==> config.mk <==
export PLATFORM = sky130hd
export DESIGN_NAME = mux_rr_arbiter_flat
export DESIGN_NICKNAME = d
export VERILOG_FILES = /design/src/rtl/mux_rr_arbiter_if.sv /design/src/rtl/mux_rr_arbiter.sv /design/src/flat_wrapper.sv
export SDC_FILE = /design/constraint.sdc
export NUM_CORES = 1
export LEC_CHECK = 0
export ABC_AREA = 1
export BUFFER_PORTS_ARGS = -buffer_cell sky130_fd_sc_hd__clkbuf_2
export CORE_MARGIN = 2
export CORE_UTILIZATION = 50
export CTS_CLUSTER_DIAMETER = 120
export DETAILED_ROUTE_END_ITERATION = 8
export GPL_TIMING_DRIVEN = 0
export HOLD_SLACK_MARGIN = 0.15
export PLACE_DENSITY = 0.7
export RECOVER_POWER = 100
export SETUP_SLACK_MARGIN = 0.5
export SLEW_MARGIN = 10
export SYNTH_ARGS = -nofsm -noshare
export SYNTH_HDL_FRONTEND = slang
export SYNTH_SLANG_ARGS = --single-unit
==> constraint.sdc <==
create_clock -name clk -period 2.5 [get_ports clk]
set_input_delay 0.375 -clock clk [delete_from_list [all_inputs] [get_ports clk]]
set_output_delay 0.375 -clock clk [all_outputs]
set_load 0.01 [all_outputs]
==> src/rtl/mux_rr_arbiter_if.sv <==
// rtl/mux_rr_arbiter_if.sv - request/grant/select bundle between requesters, arbiter and 4:1 mux
interface mux_rr_arbiter_if;
  logic [3:0] req;
  logic [3:0] gnt;
  logic       s0;
  logic       s1;
  logic       busy;

  // Arbiter side: consumes requests, produces grant and mux selects
  modport master (
    input  req,
    output gnt,
    output s0,
    output s1,
    output busy
  );

  // Requester/mux side: produces requests, observes grant and selects
  modport slave (
    output req,
    input  gnt,
    input  s0,
    input  s1,
    input  busy
  );
endinterface

==> src/rtl/mux_rr_arbiter.sv <==
// rtl/mux_rr_arbiter.sv - round-robin arbiter with hold limit driving 4:1 mux selects
module mux_rr_arbiter #(
  parameter int MAX_HOLD = 8,
  parameter int CNT_W    = 4
) (
  input  logic              clk,
  input  logic              rst,
  mux_rr_arbiter_if.master  bus
);

  typedef enum logic {IDLE, GRANT} state_t;

  state_t           state_q;
  logic [1:0]       own_q;
  logic [1:0]       ptr_q;
  logic [CNT_W-1:0] cnt_q;
  logic [3:0]       gnt_q;
  logic             s0_q;
  logic             s1_q;
  logic             busy_q;

  logic             win_vld_d;
  logic [1:0]       win_idx_d;
  logic             release_d;

  // Winner search: first requester at or after ptr, wrapping modulo 4.
  // ptr always equals own+1 while granted, so the same search serves both
  // the idle case and the release case.
  always_comb begin
    win_vld_d = 1'b0;
    win_idx_d = ptr_q;
    for (int k = 3; k >= 0; k--) begin
      if (bus.req[ptr_q + 2'(k)]) begin
        win_vld_d = 1'b1;
        win_idx_d = ptr_q + 2'(k);
      end
    end
  end

  // Owner gives up the mux when it drops its request or its hold budget is spent
  always_comb begin
    release_d = !bus.req[own_q] || (cnt_q == CNT_W'(MAX_HOLD));
  end

  // Arbitration FSM with registered grant, selects and busy
  always_ff @(posedge clk or posedge rst) begin
    if (rst) begin
      state_q <= IDLE;
      own_q   <= 2'd0;
      ptr_q   <= 2'd0;
      cnt_q   <= '0;
      gnt_q   <= 4'b0000;
      s0_q    <= 1'b0;
      s1_q    <= 1'b0;
      busy_q  <= 1'b0;
    end else begin
      if ((state_q == GRANT) && !release_d) begin
        cnt_q <= cnt_q + CNT_W'(1);
      end else if (win_vld_d) begin
        // New grant, or re-grant of a lone owner whose hold expired
        state_q <= GRANT;
        own_q   <= win_idx_d;
        ptr_q   <= win_idx_d + 2'd1;
        cnt_q   <= CNT_W'(1);
        gnt_q   <= 4'b0001 << win_idx_d;
        s0_q    <= win_idx_d[1];
        s1_q    <= win_idx_d[0];
        busy_q  <= 1'b1;
      end else begin
        // Nobody wants the mux; selects keep their last value
        state_q <= IDLE;
        cnt_q   <= '0;
        gnt_q   <= 4'b0000;
        busy_q  <= 1'b0;
      end
    end
  end

  assign bus.gnt  = gnt_q;
  assign bus.s0   = s0_q;
  assign bus.s1   = s1_q;
  assign bus.busy = busy_q;

endmodule

==> src/flat_wrapper.sv <==
// flat-port wrapper written by rule: the top's interface ports become plain ports
module mux_rr_arbiter_flat 
#(
  parameter int MAX_HOLD = 8,
  parameter int CNT_W    = 4
)
  (clk, rst, bus_req, bus_gnt, bus_s0, bus_s1, bus_busy);
  mux_rr_arbiter_if bus_i ();
  input  logic clk;
  input  logic rst;
  input wire logic [$bits(bus_i.req)-1:0] bus_req;
  output wire logic [$bits(bus_i.gnt)-1:0] bus_gnt;
  output wire logic [$bits(bus_i.s0)-1:0] bus_s0;
  output wire logic [$bits(bus_i.s1)-1:0] bus_s1;
  output wire logic [$bits(bus_i.busy)-1:0] bus_busy;
  assign bus_i.req = bus_req;
  assign bus_gnt = bus_i.gnt;
  assign bus_s0 = bus_i.s0;
  assign bus_s1 = bus_i.s1;
  assign bus_busy = bus_i.busy;
  mux_rr_arbiter #(.MAX_HOLD(MAX_HOLD), .CNT_W(CNT_W)) u_core (.clk(clk), .rst(rst), .bus(bus_i));
endmodule
==> results.json <==
{
  "timing.hold.ws_ns": 0.481,
  "clockPowerShare_pct": 9.0,
  "switching_share_pct": 52.0,
  "cts.sink_count": 13,
  "pre_cts_ws_ns": 0.710,
  "crit_chain": "inv_1 > ha_1 > nand3b_1 > nand2_1 > inv_1 > nand2_1 > nor2_1 > inv_1 > nand2_1 > nor2_1 > nand2_2 > nand3_1",
  "synth-seq-cells": 13,
  "row_count": 15,
  "synth_area_per_cell_sq_um": 7.61,
  "max-slew-margin-rel_pct": 66.6,
  "p_seq_share_pct": 26.7,
  "drt_pass1_iterations": 4,
  "finalNetCount": 141,
  "cp-end-kind": "register",
  "finish.instance_area_sq_um": 952,
  "hold_depth": 2,
  "dpl.hpwl_mm": 1.27,
  "drt_wl_total_mm": 1.68,
  "cp-start-kind": "register",
  "cp.required_ns": 2.66,
  "hold_start": "u_core.bus.gnt[3]$_DFFE_PP0N_",
  "grt_max_degree": 14,
  "grt_setup_unrepaired": "no",
  "worstMarginPinSlew_ns": 0.501,
  "drt-wirelength-per-cell_microns": 11.3,
  "vias": 733,
  "die_h_microns": 45.8,
  "p_sw_mw": 0.736,
  "cp-startpoint": "u_core.cnt_q[0]$_DFF_PP0_",
  "die_w_microns": 45.8,
  "p_int_mw": 0.680,
  "status": "complete, no violations",
  "cts-root-to-sink-buffers": 2,
  "yosysMostFrequentCell": "nand2_1",
  "rrSetupSlack_ns": 0.58,
  "worstSetupPathType": "register to register",
  "synthDistinctLibCells": 24,
  "die_area_sq_um": 2100,
  "tritoncts": "done",
  "yosysTopAreaCell": "dfrtp_1",
  "cts_buffers": 3,
  "synth_edf_count": 0,
  "grt_first_pass_wirelength_mm": 2.84,
  "antenna_left": 0,
  "drtIter0Drc": 11,
  "reg2reg_to": "u_core.ptr_q[1]$_DFFE_PP0P_",
  "worstRegToRegCells": 12,
  "core-area_sq_um": 1690,
  "synth_warnings": 0,
  "yosys-top-cells-count": "nand2_1, nand2_2, dfrtp_1, inv_1",
  "syn-num-nets": 123,
  "start_util_pct": 51.8,
  "area_growth_pct": 8.87,
  "timing.rr.start": "u_core.cnt_q[0]$_DFF_PP0_",
  "clk_pin_slew_ns": 0.07,
  "ir_drop_uv": 606,
  "fin_crit_sh_pct": 76.7,
  "cts_resized": 0,
  "drc_errors": 0,
  "crit_path_top_delay_cell": "dfrtp_1",
  "clock_latency_ns": 0.27,
  "grt_overflow": 0,
  "layout_min_cycle_time_ns": 1.92,
  "p_per_area_nw_per_um2": 1490,
  "comb_power_share_pct": 64.2,
  "cp_max_fo": 6,
  "fin_setup_tns_ns": 0,
  "gp_congestion": 0.831,
  "place_area_sq_um": 956,
  "setup_viol": 0,
  "cts_setup_buffers": 0,
  "finClkSkew_ns": 0.000820,
  "synth_seq_area_share_pct": 37.2,
  "h-tree-depth": 1,
  "p_leak_nw": 0.524,
  "slowest_delay_ns": 0.41,
  "grt_pass1_vias": 693,
  "syn_area_sq_um": 875,
  "synth.top_cell.area_share_pct": 37.2,
  "synthArstFlopShare_pct": 100,
  "postCtsHoldBufs": 1,
  "netlist_instances": 115,
  "cts-root-buf": "clkbuf_4",
  "final_max_slew_viol_count": 0,
  "drive_gt1_share_pct": 22.7,
  "hold_violations": 0,
  "cap_violations": 0,
  "grt.total_usage_pct": 18.9,
  "pin_count": 13,
  "worstPathArrival_ns": 2.07,
  "fmax_mhz": 522,
  "synthTopCellsByArea": "dfrtp_1, nand2_1, nand2_2",
  "holdCritPathClass": "register to register",
  "antenna_cells": 0,
  "setup_ws_ns": 0.584,
  "portBuffers": 12,
  "via_per_inst": 4.92,
  "min_to": "u_core.bus.gnt[3]$_DFFE_PP0N_",
  "synth_ff_type": "dfrtp_1",
  "antenna_found_initial": 0
}
stage by stage:
stage               power [mW]  utilization (%)  std cells
floorplan                 1.19                -        115
global placement          1.36             56.6        144
detailed placement        1.38             56.6        144
CTS                       1.52             58.7        149
global route              1.57             56.4        149
finish                    1.42             56.4        149
cell type report:
| class | count | area [sq um] |
|---|---|---|
| buffer | 1 | 11.3 |
| fill | 180 | 737 |
| inverter | 15 | 63.8 |
| multi-input combinational | 86 | 443 |
| timing repair buffer | 13 | 61.3 |
| sequential | 13 | 325 |
| tap | 17 | 21.3 |
| clock buffer | 4 | 26.3 |
cells by family (layout without fill, tap and decap cells):
logic type,after synthesis,in the layout,share of synthesized area [%]
AO/OA/AOI/OAI,7,7,6.01
XOR/XNOR,2,2,2.00
adder cells (fa/ha/maj),2,2,2.86
buffers and inverters,16,33,8.58
flip-flops,13,13,37.2
AND/OR/NAND/NOR,75,75,43.3
flip-flops by register name, summed over array words and instances, names as in the netlist:
signal and flops:
u_core.bus.gnt 4, u_core.cnt_q 4, u_core.ptr_q 2, u_core.bus.busy 1, u_core.bus.s0 1, u_core.own_q 1
power groups by stage:
| stage | logic, mW | registers, mW | clock network, mW |
|---|---|---|---|
| 2_1_floorplan | 0.805 | 0.386 | 0 |
| 3_3_place_gp | 0.985 | 0.376 | 0 |
| 3_5_place_dp | 1.00 | 0.381 | 0 |
| 4_1_cts | 1.01 | 0.378 | 0.132 |
| 5_1_grt | 1.04 | 0.389 | 0.144 |
| 6_report | 0.910 | 0.378 | 0.128 |
cells in the final DEF (no fill, tap or decap), types with 2 or more instances in the layout:
cell type,count
a21oi_1,2
clkbuf_1,8
clkbuf_2,5
clkbuf_4,3
dfrtp_1,13
ha_1,2
inv_1,13
nand2_1,33
nand2_2,14
nand3_1,10
nor2_1,12
o21ai_0,2
how the worst max path moves through the flow:
stage | end | slack [ns] | cells past startpoint
after global routing | u_core.ptr_q[1]$_DFFE_PP0P_ | 0.43 | 12
after detailed placement | u_core.ptr_q[1]$_DFFE_PP0P_ | 0.71 | 12
after CTS | u_core.ptr_q[1]$_DFFE_PP0P_ | 0.69 | 12
after global placement | u_core.ptr_q[1]$_DFFE_PP0P_ | 0.75 | 12
final | u_core.ptr_q[1]$_DFFE_PP0P_ | 0.58 | 12
after floorplan | u_core.ptr_q[1]$_DFFE_PP0P_ | 0.99 | 12
routing by layer:
| layer | vias up | part of all wire [%] | global-route usage, % |
|---|---|---|---|
| met5 | - | 0 | 0 |
| met4 | 0 | 0.42 | 3.43 |
| met3 | 2 | 5.0 | 5.95 |
| met2 | 14 | 46 | 31.8 |
| met1 | 329 | 49 | 24.0 |
| li1 | 388 | - | - |
critical path: cells and delay by family, from the launching register on:
kind	cells	cell delay [ns]
fa+ha+maj	1	0.19
buf+inv	3	0.30
flops	1	0.41
simple gates	8	0.90
No activity file was read; power rests on OpenSTA's default activity.
